$ cat src/rtl/synth_param_decoder.sv
// Byte-stream command decoder that writes oscillator parameter registers.
// Optional trailing XOR checksum byte per frame: define SYNTH_PARAM_CHECKSUM_EN.
//
// state  | meaning
// S_IDLE | waiting for a command byte
// S_DATA | assembling parameter bytes (and checksum byte when enabled)
module synth_param_decoder #(
    parameter int NUM_OSC        = 2,
    parameter int WAVE_W         = 8,
    parameter int FREQ_W         = 24,
    parameter int PHASE_W        = 16,
    parameter int AMP_W          = 16,
    parameter int TIMEOUT_CYCLES = 1000
) (
    input  logic                       i_clk,
    input  logic                       i_rst,
    input  logic [7:0]                 i_data,
    input  logic                       i_data_valid,
    output logic [NUM_OSC*WAVE_W-1:0]  o_osc_wave,
    output logic [NUM_OSC*FREQ_W-1:0]  o_osc_freq,
    output logic [NUM_OSC*PHASE_W-1:0] o_osc_phase,
    output logic [NUM_OSC*AMP_W-1:0]   o_osc_amp,
    output logic [NUM_OSC-1:0]         o_update,
    output logic                       o_busy,
    output logic                       o_cmd_err,
    output logic                       o_timeout
);

    localparam logic [2:0] NB_WAVE  = 3'((WAVE_W + 7) / 8);
    localparam logic [2:0] NB_FREQ  = 3'((FREQ_W + 7) / 8);
    localparam logic [2:0] NB_PHASE = 3'((PHASE_W + 7) / 8);
    localparam logic [2:0] NB_AMP   = 3'((AMP_W + 7) / 8);
    localparam logic [4:0] NUM_OSC_L = 5'(NUM_OSC);
    localparam int TO_W    = (TIMEOUT_CYCLES > 1) ? $clog2(TIMEOUT_CYCLES) : 1;
    localparam int TO_LAST = (TIMEOUT_CYCLES > 0) ? TIMEOUT_CYCLES - 1 : 0;

    typedef enum logic [0:0] {S_IDLE, S_DATA} state_t;

    state_t                     state_q, state_d;
    logic [3:0]                 osc_q, osc_d;
    logic [2:0]                 id_q, id_d;
    logic [31:0]                buf_q, buf_d;
    logic [2:0]                 cnt_q, cnt_d;
    logic [TO_W-1:0]            to_q, to_d;
    logic [NUM_OSC*WAVE_W-1:0]  wave_q, wave_d;
    logic [NUM_OSC*FREQ_W-1:0]  freq_q, freq_d;
    logic [NUM_OSC*PHASE_W-1:0] phase_q, phase_d;
    logic [NUM_OSC*AMP_W-1:0]   amp_q, amp_d;
    logic [NUM_OSC-1:0]         upd_q, upd_d;
    logic                       err_q, err_d;
    logic                       tmo_q, tmo_d;
    logic                       commit;
    logic [31:0]                commit_val;
    logic [2:0]                 nb;
    logic                       unused_ok;
`ifdef SYNTH_PARAM_CHECKSUM_EN
    logic [7:0]                 chk_q, chk_d;
`endif

    always_comb begin
        state_d = state_q;
        osc_d   = osc_q;
        id_d    = id_q;
        buf_d   = buf_q;
        cnt_d   = cnt_q;
        to_d    = to_q;
        wave_d  = wave_q;
        freq_d  = freq_q;
        phase_d = phase_q;
        amp_d   = amp_q;
        upd_d   = '0;
        err_d   = 1'b0;
        tmo_d   = 1'b0;
        commit  = 1'b0;
`ifdef SYNTH_PARAM_CHECKSUM_EN
        chk_d      = chk_q;
        commit_val = buf_q;
`else
        commit_val = {buf_q[23:0], i_data};
`endif
        case (id_q)
            3'd1:    nb = NB_WAVE;
            3'd2:    nb = NB_FREQ;
            3'd3:    nb = NB_PHASE;
            default: nb = NB_AMP;
        endcase

        case (state_q)
            S_IDLE: begin
                if (i_data_valid && i_data[3:0] != 4'd0) begin
                    if (i_data[3:0] <= 4'd4 && {1'b0, i_data[7:4]} < NUM_OSC_L) begin
                        osc_d   = i_data[7:4];
                        id_d    = i_data[2:0];
                        buf_d   = '0;
                        cnt_d   = '0;
                        to_d    = '0;
                        state_d = S_DATA;
`ifdef SYNTH_PARAM_CHECKSUM_EN
                        chk_d   = i_data;
`endif
                    end else begin
                        err_d = 1'b1;
                    end
                end
            end
            default: begin
                if (i_data_valid) begin
                    to_d = '0;
`ifdef SYNTH_PARAM_CHECKSUM_EN
                    if (cnt_q == nb) begin
                        state_d = S_IDLE;
                        if (i_data == chk_q) commit = 1'b1;
                        else                 err_d  = 1'b1;
                    end else begin
                        buf_d = {buf_q[23:0], i_data};
                        chk_d = chk_q ^ i_data;
                        cnt_d = cnt_q + 3'd1;
                    end
`else
                    if (cnt_q == nb - 3'd1) begin
                        commit  = 1'b1;
                        state_d = S_IDLE;
                    end else begin
                        buf_d = {buf_q[23:0], i_data};
                        cnt_d = cnt_q + 3'd1;
                    end
`endif
                end else if (TIMEOUT_CYCLES > 0) begin
                    if (to_q == TO_W'(TO_LAST)) begin
                        state_d = S_IDLE;
                        tmo_d   = 1'b1;
                    end else begin
                        to_d = to_q + 1'b1;
                    end
                end
            end
        endcase

        // Excess high bits of the assembled value are dropped per target width.
        for (int n = 0; n < NUM_OSC; n++) begin
            if (commit && osc_q == 4'(n)) begin
                upd_d[n] = 1'b1;
                case (id_q)
                    3'd1:    wave_d[n*WAVE_W +: WAVE_W]   = commit_val[WAVE_W-1:0];
                    3'd2:    freq_d[n*FREQ_W +: FREQ_W]   = commit_val[FREQ_W-1:0];
                    3'd3:    phase_d[n*PHASE_W +: PHASE_W] = commit_val[PHASE_W-1:0];
                    default: amp_d[n*AMP_W +: AMP_W]      = commit_val[AMP_W-1:0];
                endcase
            end
        end
    end

    always_ff @(posedge i_clk) begin
        if (i_rst) begin
            state_q <= S_IDLE;
            osc_q   <= '0;
            id_q    <= '0;
            buf_q   <= '0;
            cnt_q   <= '0;
            to_q    <= '0;
            wave_q  <= '0;
            freq_q  <= '0;
            phase_q <= '0;
            amp_q   <= '0;
            upd_q   <= '0;
            err_q   <= 1'b0;
            tmo_q   <= 1'b0;
`ifdef SYNTH_PARAM_CHECKSUM_EN
            chk_q   <= '0;
`endif
        end else begin
            state_q <= state_d;
            osc_q   <= osc_d;
            id_q    <= id_d;
            buf_q   <= buf_d;
            cnt_q   <= cnt_d;
            to_q    <= to_d;
            wave_q  <= wave_d;
            freq_q  <= freq_d;
            phase_q <= phase_d;
            amp_q   <= amp_d;
            upd_q   <= upd_d;
            err_q   <= err_d;
            tmo_q   <= tmo_d;
`ifdef SYNTH_PARAM_CHECKSUM_EN
            chk_q   <= chk_d;
`endif
        end
    end

    assign unused_ok   = ^{commit_val, buf_q};
    assign o_osc_wave  = wave_q;
    assign o_osc_freq  = freq_q;
    assign o_osc_phase = phase_q;
    assign o_osc_amp   = amp_q;
    assign o_update    = upd_q;
    assign o_busy      = (state_q != S_IDLE);
    assign o_cmd_err   = err_q;
    assign o_timeout   = tmo_q;

endmodule

$ cat config.mk
export PLATFORM = sky130hd
export DESIGN_NAME = synth_param_decoder
export DESIGN_NICKNAME = d
export VERILOG_FILES = /design/src/rtl/synth_param_decoder.sv
export SDC_FILE = /design/constraint.sdc
export NUM_CORES = 1
export LEC_CHECK = 0
export ABC_AREA = 1
export BUFFER_PORTS_ARGS = -buffer_cell sky130_fd_sc_hd__buf_2
export CAP_MARGIN = 25
export CORE_ASPECT_RATIO = 2
export CORE_MARGIN = 2
export CORE_UTILIZATION = 59
export CTS_CLUSTER_SIZE = 28
export DETAILED_ROUTE_END_ITERATION = 6
export HOLD_SLACK_MARGIN = 0.05
export PLACE_DENSITY = 0.85
export SETUP_SLACK_MARGIN = 0.3
export SKIP_LAST_GASP = 1
export SLEW_MARGIN = 20
export SYNTH_ARGS = -nofsm -noshare
export SYNTH_HDL_FRONTEND = slang
export SYNTH_SLANG_ARGS = --single-unit
export TNS_END_PERCENT = 20
$ cat constraint.sdc
create_clock -name i_clk -period 4.1 [get_ports i_clk]
set_input_delay 0.41 -clock i_clk [delete_from_list [all_inputs] [get_ports i_clk]]
set_output_delay 0.41 -clock i_clk [all_outputs]
set_load 0.03 [all_outputs]
# Word level (Yosys, flattened, before mapping)
# Cells that the tools add are included.
classes:
  bitwise_logic: 3
  n_mux: 29
  add_sub_neg: 3
  reduce_logical: 22
  magnitude_cmp: 2
  eq_ne: 9
op_table:
  columns: ["operator", "count"]
  rows:
  - ["$mux 16", 5]
  - ["$mux 10", 5]
  - ["$reduce_and 2->1", 8]
  - ["$mux 3", 5]
  - ["$mux 1", 13]
  - ["$add 10x1->10 const B", 1]
  - ["$eq 10x10->1 const B", 1]
  - ["$reduce_or 3->1", 3]
  - ["$eq 3x2->1 const B", 2]
  - ["$reduce_and 3->1", 2]
  - ["$eq 4x1->1 const B", 1]
  - ["$le 4x3->1 const B", 1]
  - ["$logic_and 1x1->1", 4]
  - ["$logic_not 4->1", 1]
  - ["$lt 4x2->1 const B", 1]
  - ["$ne 2x2->1 const B", 2]
  - ["$pmux 2 s2", 1]
  - ["$reduce_and 4->1", 1]
  - ["$reduce_bool 2->1", 2]
  - ["$reduce_bool 4->1", 1]
  - ["$add 3x1->3 const B", 1]
  - ["$eq 3x1->1 const B", 1]
  - ["$eq 3x3->1", 1]
  - ["$ne 3x3->1 const B", 1]
  - ["other kinds (2)", 4]
totals:
  word_cells: 85
  in_bits: 11
  output_inout_bits: 133
  regBits: 169

# Logic depth before layout (Yosys ltp)
logic_depth:
  word_depth: 9
  depth_mapped: 12

# Worst setup path before layout
# Ideal clock, no wire load.
synth_timing:
  path_kind: "input-to-reg"
  start: "in i_data[6]"
  end: "reg buf_q[10]"
  stages: 10
  path_buffers: 2
  required_ps: 3972
  t_arrival_ps: 1568
  setup_slack_ps: 2405
  cell_sequence: "clkbuf_1 nor2_1 nand2_1 nor2_1 nand3_1 nand2_1 clkbuf_1 nand3_1 nand2_1 nor2_1"
synth_between:
  elab_chain_len: 4
synth_rtl:
  columns: ["element", "line_no", "rtl"]
  rows:
  - ["start: declaration", "17", "input logic [7:0] i_data,"]
  - ["$lt 4x2->1", "91", "if (i_data[3:0] <= 4'd4 && {1'b0, i_data[7:4]} < NUM_OSC_L) begin"]
  - ["$logic_and 1x1->1", "91", null]
  - ["$reduce_bool 2->1 (no line)", null, null]
  - ["$reduce_and 4->1 (no line)", null, null]
  - ["end signal: assignment", "175", "buf_q <= buf_d;"]
  - ["end: declaration", "42", "logic [31:0] buf_q, buf_d;"]
# No other way between the ends.
# A chain may end at the register's enable or synchronous reset.

# Worst setup path in the final report
layout_timing:
  start: "reg state_q (netlist: o_busy)"
  end: "reg phase_q[5] (netlist: o_osc_phase[5])"
layout_between:
  elab_chain_len: 3
layout_rtl:
  columns: ["element", "line_no", "rtl"]
  rows:
  - ["start: declaration", "39", "state_t state_q, state_d;"]
  - ["start signal: assignment", "172", "state_q <= state_d;"]
  - ["$mux 1", "88", "case (state_q)"]
  - ["$logic_and 1x1->1", "141", "if (commit && osc_q == 4'(n)) begin"]
  - ["$reduce_and 2->1 (no line)", null, null]
  - ["end signal: assignment", "180", "phase_q <= phase_d;"]
  - ["end: declaration", "47", "logic [NUM_OSC*PHASE_W-1:0] phase_q, phase_d;"]
# No other way between the ends.

==> metrics.txt <==
# TYPE chip_impl_metric gauge
chip_impl_metric{name="drive_above_1_share",unit="%"} 15.2
chip_impl_metric{name="clock_skew",unit="ns"} 0.0108
chip_impl_metric{name="highest_achievable_clock_rate",unit="GHz"} 0.412
chip_impl_info{name="cp_cell_sequence",value="nand2_1 -> inv_1 -> nand4_2 -> nor2_1 -> nor2_1"} 1
chip_impl_metric{name="worstSkewPairLatency",unit="ns"} 0.42
chip_impl_metric{name="cp_slowest_stage_delay",unit="ns"} 0.77
chip_impl_metric{name="initial_antenna_violation_count",unit=""} 0
chip_impl_metric{name="worst-endpoint-arrival",unit="ns"} 2.74
chip_impl_metric{name="drt-vias-per-instance",unit=""} 4.95
chip_impl_metric{name="pwr-share-clk",unit="%"} 46.2
chip_impl_metric{name="port_buffers",unit=""} 143
chip_impl_metric{name="synth_fp_nets",unit=""} 1146
chip_impl_metric{name="timing_worst_slew_pin_value",unit="ns"} 0.794
chip_impl_metric{name="cap_viol_max_count",unit=""} 0
chip_impl_metric{name="diodes",unit=""} 0
chip_impl_metric{name="area_delta_synth_final",unit="%"} 16.9
chip_impl_info{name="synth_top_family_by_area",value="simple AND/OR/NAND/NOR gates"} 1
chip_impl_metric{name="synthMuxAreaShare",unit="%"} 0
chip_impl_info{name="status",value="finished, final reports clean"} 1
chip_impl_metric{name="dieWidth",unit="um"} 82.3
chip_impl_metric{name="yosysWarningCount",unit=""} 0
chip_impl_metric{name="synth-seq-cells",unit=""} 169
chip_impl_metric{name="final_hold_viol_count",unit=""} 0
chip_impl_metric{name="netSwitchingPower",unit="uW"} 776
chip_impl_metric{name="cts.repair.resized",unit=""} 0
chip_impl_info{name="layout_common_cells",value="330 x sky130_fd_sc_hd__nand2_1, 328 x sky130_fd_sc_hd__nor2_1, 169 x sky130_fd_sc_hd__dfxtp_1"} 1
chip_impl_metric{name="routabilityCongestion",unit=""} 0.878
chip_impl_info{name="path_delay_family",value="simple AND/OR/NAND/NOR gates"} 1
chip_impl_info{name="hp-class",value="in -> reg"} 1
chip_impl_metric{name="dp_hpwl",unit="mm"} 12.5
chip_impl_metric{name="timing.final.crit_period",unit="ns"} 2.43
chip_impl_metric{name="antenna_left",unit=""} 0
chip_impl_metric{name="power.density_cell_area",unit="nW/um^2"} 384
chip_impl_metric{name="grt_max_degree",unit=""} 59
chip_impl_metric{name="setup_total_negative_slack",unit="ns"} 0
chip_impl_metric{name="drtPass1Iterations",unit=""} 5
chip_impl_metric{name="cts_sinks",unit=""} 169
chip_impl_metric{name="final_core_util",unit="%"} 70.2
chip_impl_info{name="clk_root_buffer_cell",value="sky130_fd_sc_hd__clkbuf_16"} 1
chip_impl_metric{name="irDropWorstVdd",unit="mV"} 0.357
chip_impl_metric{name="drt_wl_total",unit="mm"} 18.8
chip_impl_metric{name="grt_pass1_vias",unit=""} 6269
chip_impl_metric{name="p_comb_share",unit="%"} 2.7
chip_impl_metric{name="cell_rows",unit=""} 57
chip_impl_metric{name="synth_compound_area_share",unit="%"} 2.02
chip_impl_metric{name="cellLeakagePower",unit="nW"} 4.91
chip_impl_metric{name="post-cts-setup-buffer-count",unit=""} 0
chip_impl_metric{name="design.die.area",unit="um^2"} 13200
chip_impl_metric{name="initial_core_utilization",unit="%"} 60.0
chip_impl_info{name="timing_worst_setup_path_type",value="reg -> reg"} 1
chip_impl_metric{name="yosys.cell_types.count",unit=""} 25
chip_impl_metric{name="path_clk_slew",unit="ns"} 0.07
chip_impl_metric{name="fin_crit_sh",unit="%"} 59.2
chip_impl_metric{name="clock_tree.htree_level_count",unit=""} 4
chip_impl_info{name="cp_slowest_cell",value="sky130_fd_sc_hd__dfxtp_1"} 1
chip_impl_info{name="tritoncts",value="done"} 1
chip_impl_info{name="rsz0062_at_grt",value="false"} 1
chip_impl_metric{name="cp_num_buf_inv",unit=""} 1
chip_impl_metric{name="overflow",unit=""} 0
chip_impl_metric{name="worstPathMaxFanout",unit=""} 32
chip_impl_metric{name="vias",unit=""} 6939
chip_impl_metric{name="detailedRoute.firstIterationViolations",unit=""} 540
chip_impl_metric{name="routed_wire_length_per_instance",unit="um"} 13.4
chip_impl_metric{name="p_seq_share",unit="%"} 51.1
chip_impl_metric{name="io_pins",unit=""} 144
chip_impl_metric{name="groute.usage.overall",unit="%"} 29.1
chip_impl_metric{name="netlist_area_pre_place",unit="um^2"} 7240
chip_impl_metric{name="report.final.setup_viol",unit=""} 0
chip_impl_info{name="commonest_non_fill_non_tap_cell_in_the_layout",value="sky130_fd_sc_hd__nand2_1"} 1
chip_impl_metric{name="number_of_buffers_created_by_cts",unit=""} 17
chip_impl_info{name="end_kind",value="register"} 1
chip_impl_metric{name="synthSimpleGateAreaFrac",unit="%"} 38.6
chip_impl_metric{name="cts_buffer_depth",unit=""} 2
chip_impl_metric{name="remaining_drc_errors",unit=""} 0
chip_impl_metric{name="design.final.nets",unit=""} 1254
chip_impl_metric{name="synthesis.area_per_instance",unit="um^2"} 6.39
chip_impl_metric{name="design.core.area",unit="um^2"} 12100
chip_impl_metric{name="drv_slew",unit=""} 0
chip_impl_metric{name="post_cts_hold_buffer_count",unit=""} 0
chip_impl_info{name="start_kind",value="register"} 1
chip_impl_metric{name="seq_area_frac_synth",unit="%"} 46.7
chip_impl_metric{name="xor_xnor_share_of_the_synthesized_area",unit="%"} 0.121
chip_impl_info{name="crit_top_cell",value="sky130_fd_sc_hd__nor2_1"} 1
chip_impl_metric{name="netlist_instances",unit=""} 1133
chip_impl_metric{name="sw_frac_of_total",unit="%"} 23.9
chip_impl_metric{name="post_synth_adder_cell_area",unit="%"} 0.346
chip_impl_metric{name="slew_limit_headroom",unit="%"} 46.9
chip_impl_metric{name="first_pass_grt_wire_length",unit="mm"} 29.8
chip_impl_metric{name="p_int",unit="mW"} 2.47
chip_impl_metric{name="die_h",unit="um"} 161
chip_impl_metric{name="worst-endpoint-required",unit="ns"} 4.41
## power by group through the flow
| stage | clock network (mW) | logic [mW] | registers [mW] |
|---|---|---|---|
| 2_1_floorplan | 0 | 0.0620 | 1.69 |
| 3_3_place_gp | 0 | 0.0843 | 1.70 |
| 3_5_place_dp | 0 | 0.0859 | 1.70 |
| 4_1_cts | 1.52 | 0.0865 | 1.66 |
| 5_1_grt | 1.58 | 0.0964 | 1.66 |
| 6_report | 1.50 | 0.0878 | 1.66 |
## Yosys cell counts, drive strengths merged
library cell,count,area [um^2]
nand2,331,1240
nor2,329,1240
dfxtp,169,3380
inv,162,608
clkbuf,38,143
nand3,26,130
buf,22,133
a21oi,20,100
nand4,13,106
o21ai,8,40.0
nor3,7,35.0
ha,2,25.0
nor4,2,18.8
a31oi,1,6.26
and3,1,6.26
or2,1,6.26
xor2,1,8.76
## final timing paths
kind	start	endpoint	slack [ns]	cells past startpoint
max	o_busy$_SDFF_PP0_	o_osc_phase[5]$_SDFFE_PP0P_	1.67	5
min	i_data_valid	o_busy$_SDFF_PP0_	0.33	2
max reg2reg	o_busy$_SDFF_PP0_	o_osc_phase[5]$_SDFFE_PP0P_	1.67	5
min reg2reg	osc_q[3]$_SDFFE_PP0P_	osc_q[3]$_SDFFE_PP0P_	0.48	2
## flip-flops by register name (all words and copies together), names as in the netlist
register     flops
o_osc_wave      16
o_osc_freq      48
o_update         2
o_osc_phase     32
o_timeout        1
o_busy           1
buf_q           16
osc_q            4
o_osc_amp       32
to_q            10
o_cmd_err        1
id_q             3
cnt_q            3
## stage by stage
| step | total power, mW | hold WS, ns | cells | area, um^2 | worst slack (ns) |
|---|---|---|---|---|---|
| after floorplan | 1.75 | 0.443 | 1133 | 7240 | 2.40 |
| after global placement | 1.78 | 0.456 | 1369 | 7910 | 1.69 |
| after detailed placement | 1.78 | 0.464 | 1369 | 7910 | 1.70 |
| after CTS | 3.26 | 0.329 | 1401 | 8460 | 1.68 |
| after global routing | 3.33 | 0.358 | 1401 | 8460 | 1.40 |
| final | 3.25 | 0.334 | 1401 | 8460 | 1.67 |
## final cells by class
| class | instances | area [um^2] |
|---|---|---|
| well taps | 147 | 184 |
| inverters | 162 | 611 |
| multi-input cells | 742 | 2970 |
| fillers | 1079 | 3590 |
| clock buffers | 19 | 443 |
| repair buffers | 149 | 761 |
| clock inverters | 13 | 110 |
| flip-flops and latches | 169 | 3380 |
## kinds of logic after synthesis
group | count (synthesis)
simple gates | 710
buf+inv | 222
compound gates | 29
fa+ha+maj | 2
flops | 169
xor+xnor | 1
## worst register-to-register path, stage by stage, from the launching register on
cell and delay [ns]:
sky130_fd_sc_hd__dfxtp_1 0.77, sky130_fd_sc_hd__nand2_1 0.14, sky130_fd_sc_hd__inv_1 0.28, sky130_fd_sc_hd__nand4_2 0.68
sky130_fd_sc_hd__nor2_1 0.36, sky130_fd_sc_hd__nor2_1 0.07
## routing by layer
metal	track usage, %	share of wire [%]	up-vias
li1	-	-	3524
met5	0	0	-
met1	33.7	38	3125
met2	50.5	53	236
met3	4.49	5.5	54
met4	14.0	4.1	0
Note: power is estimated with default switching activity, not from simulation.
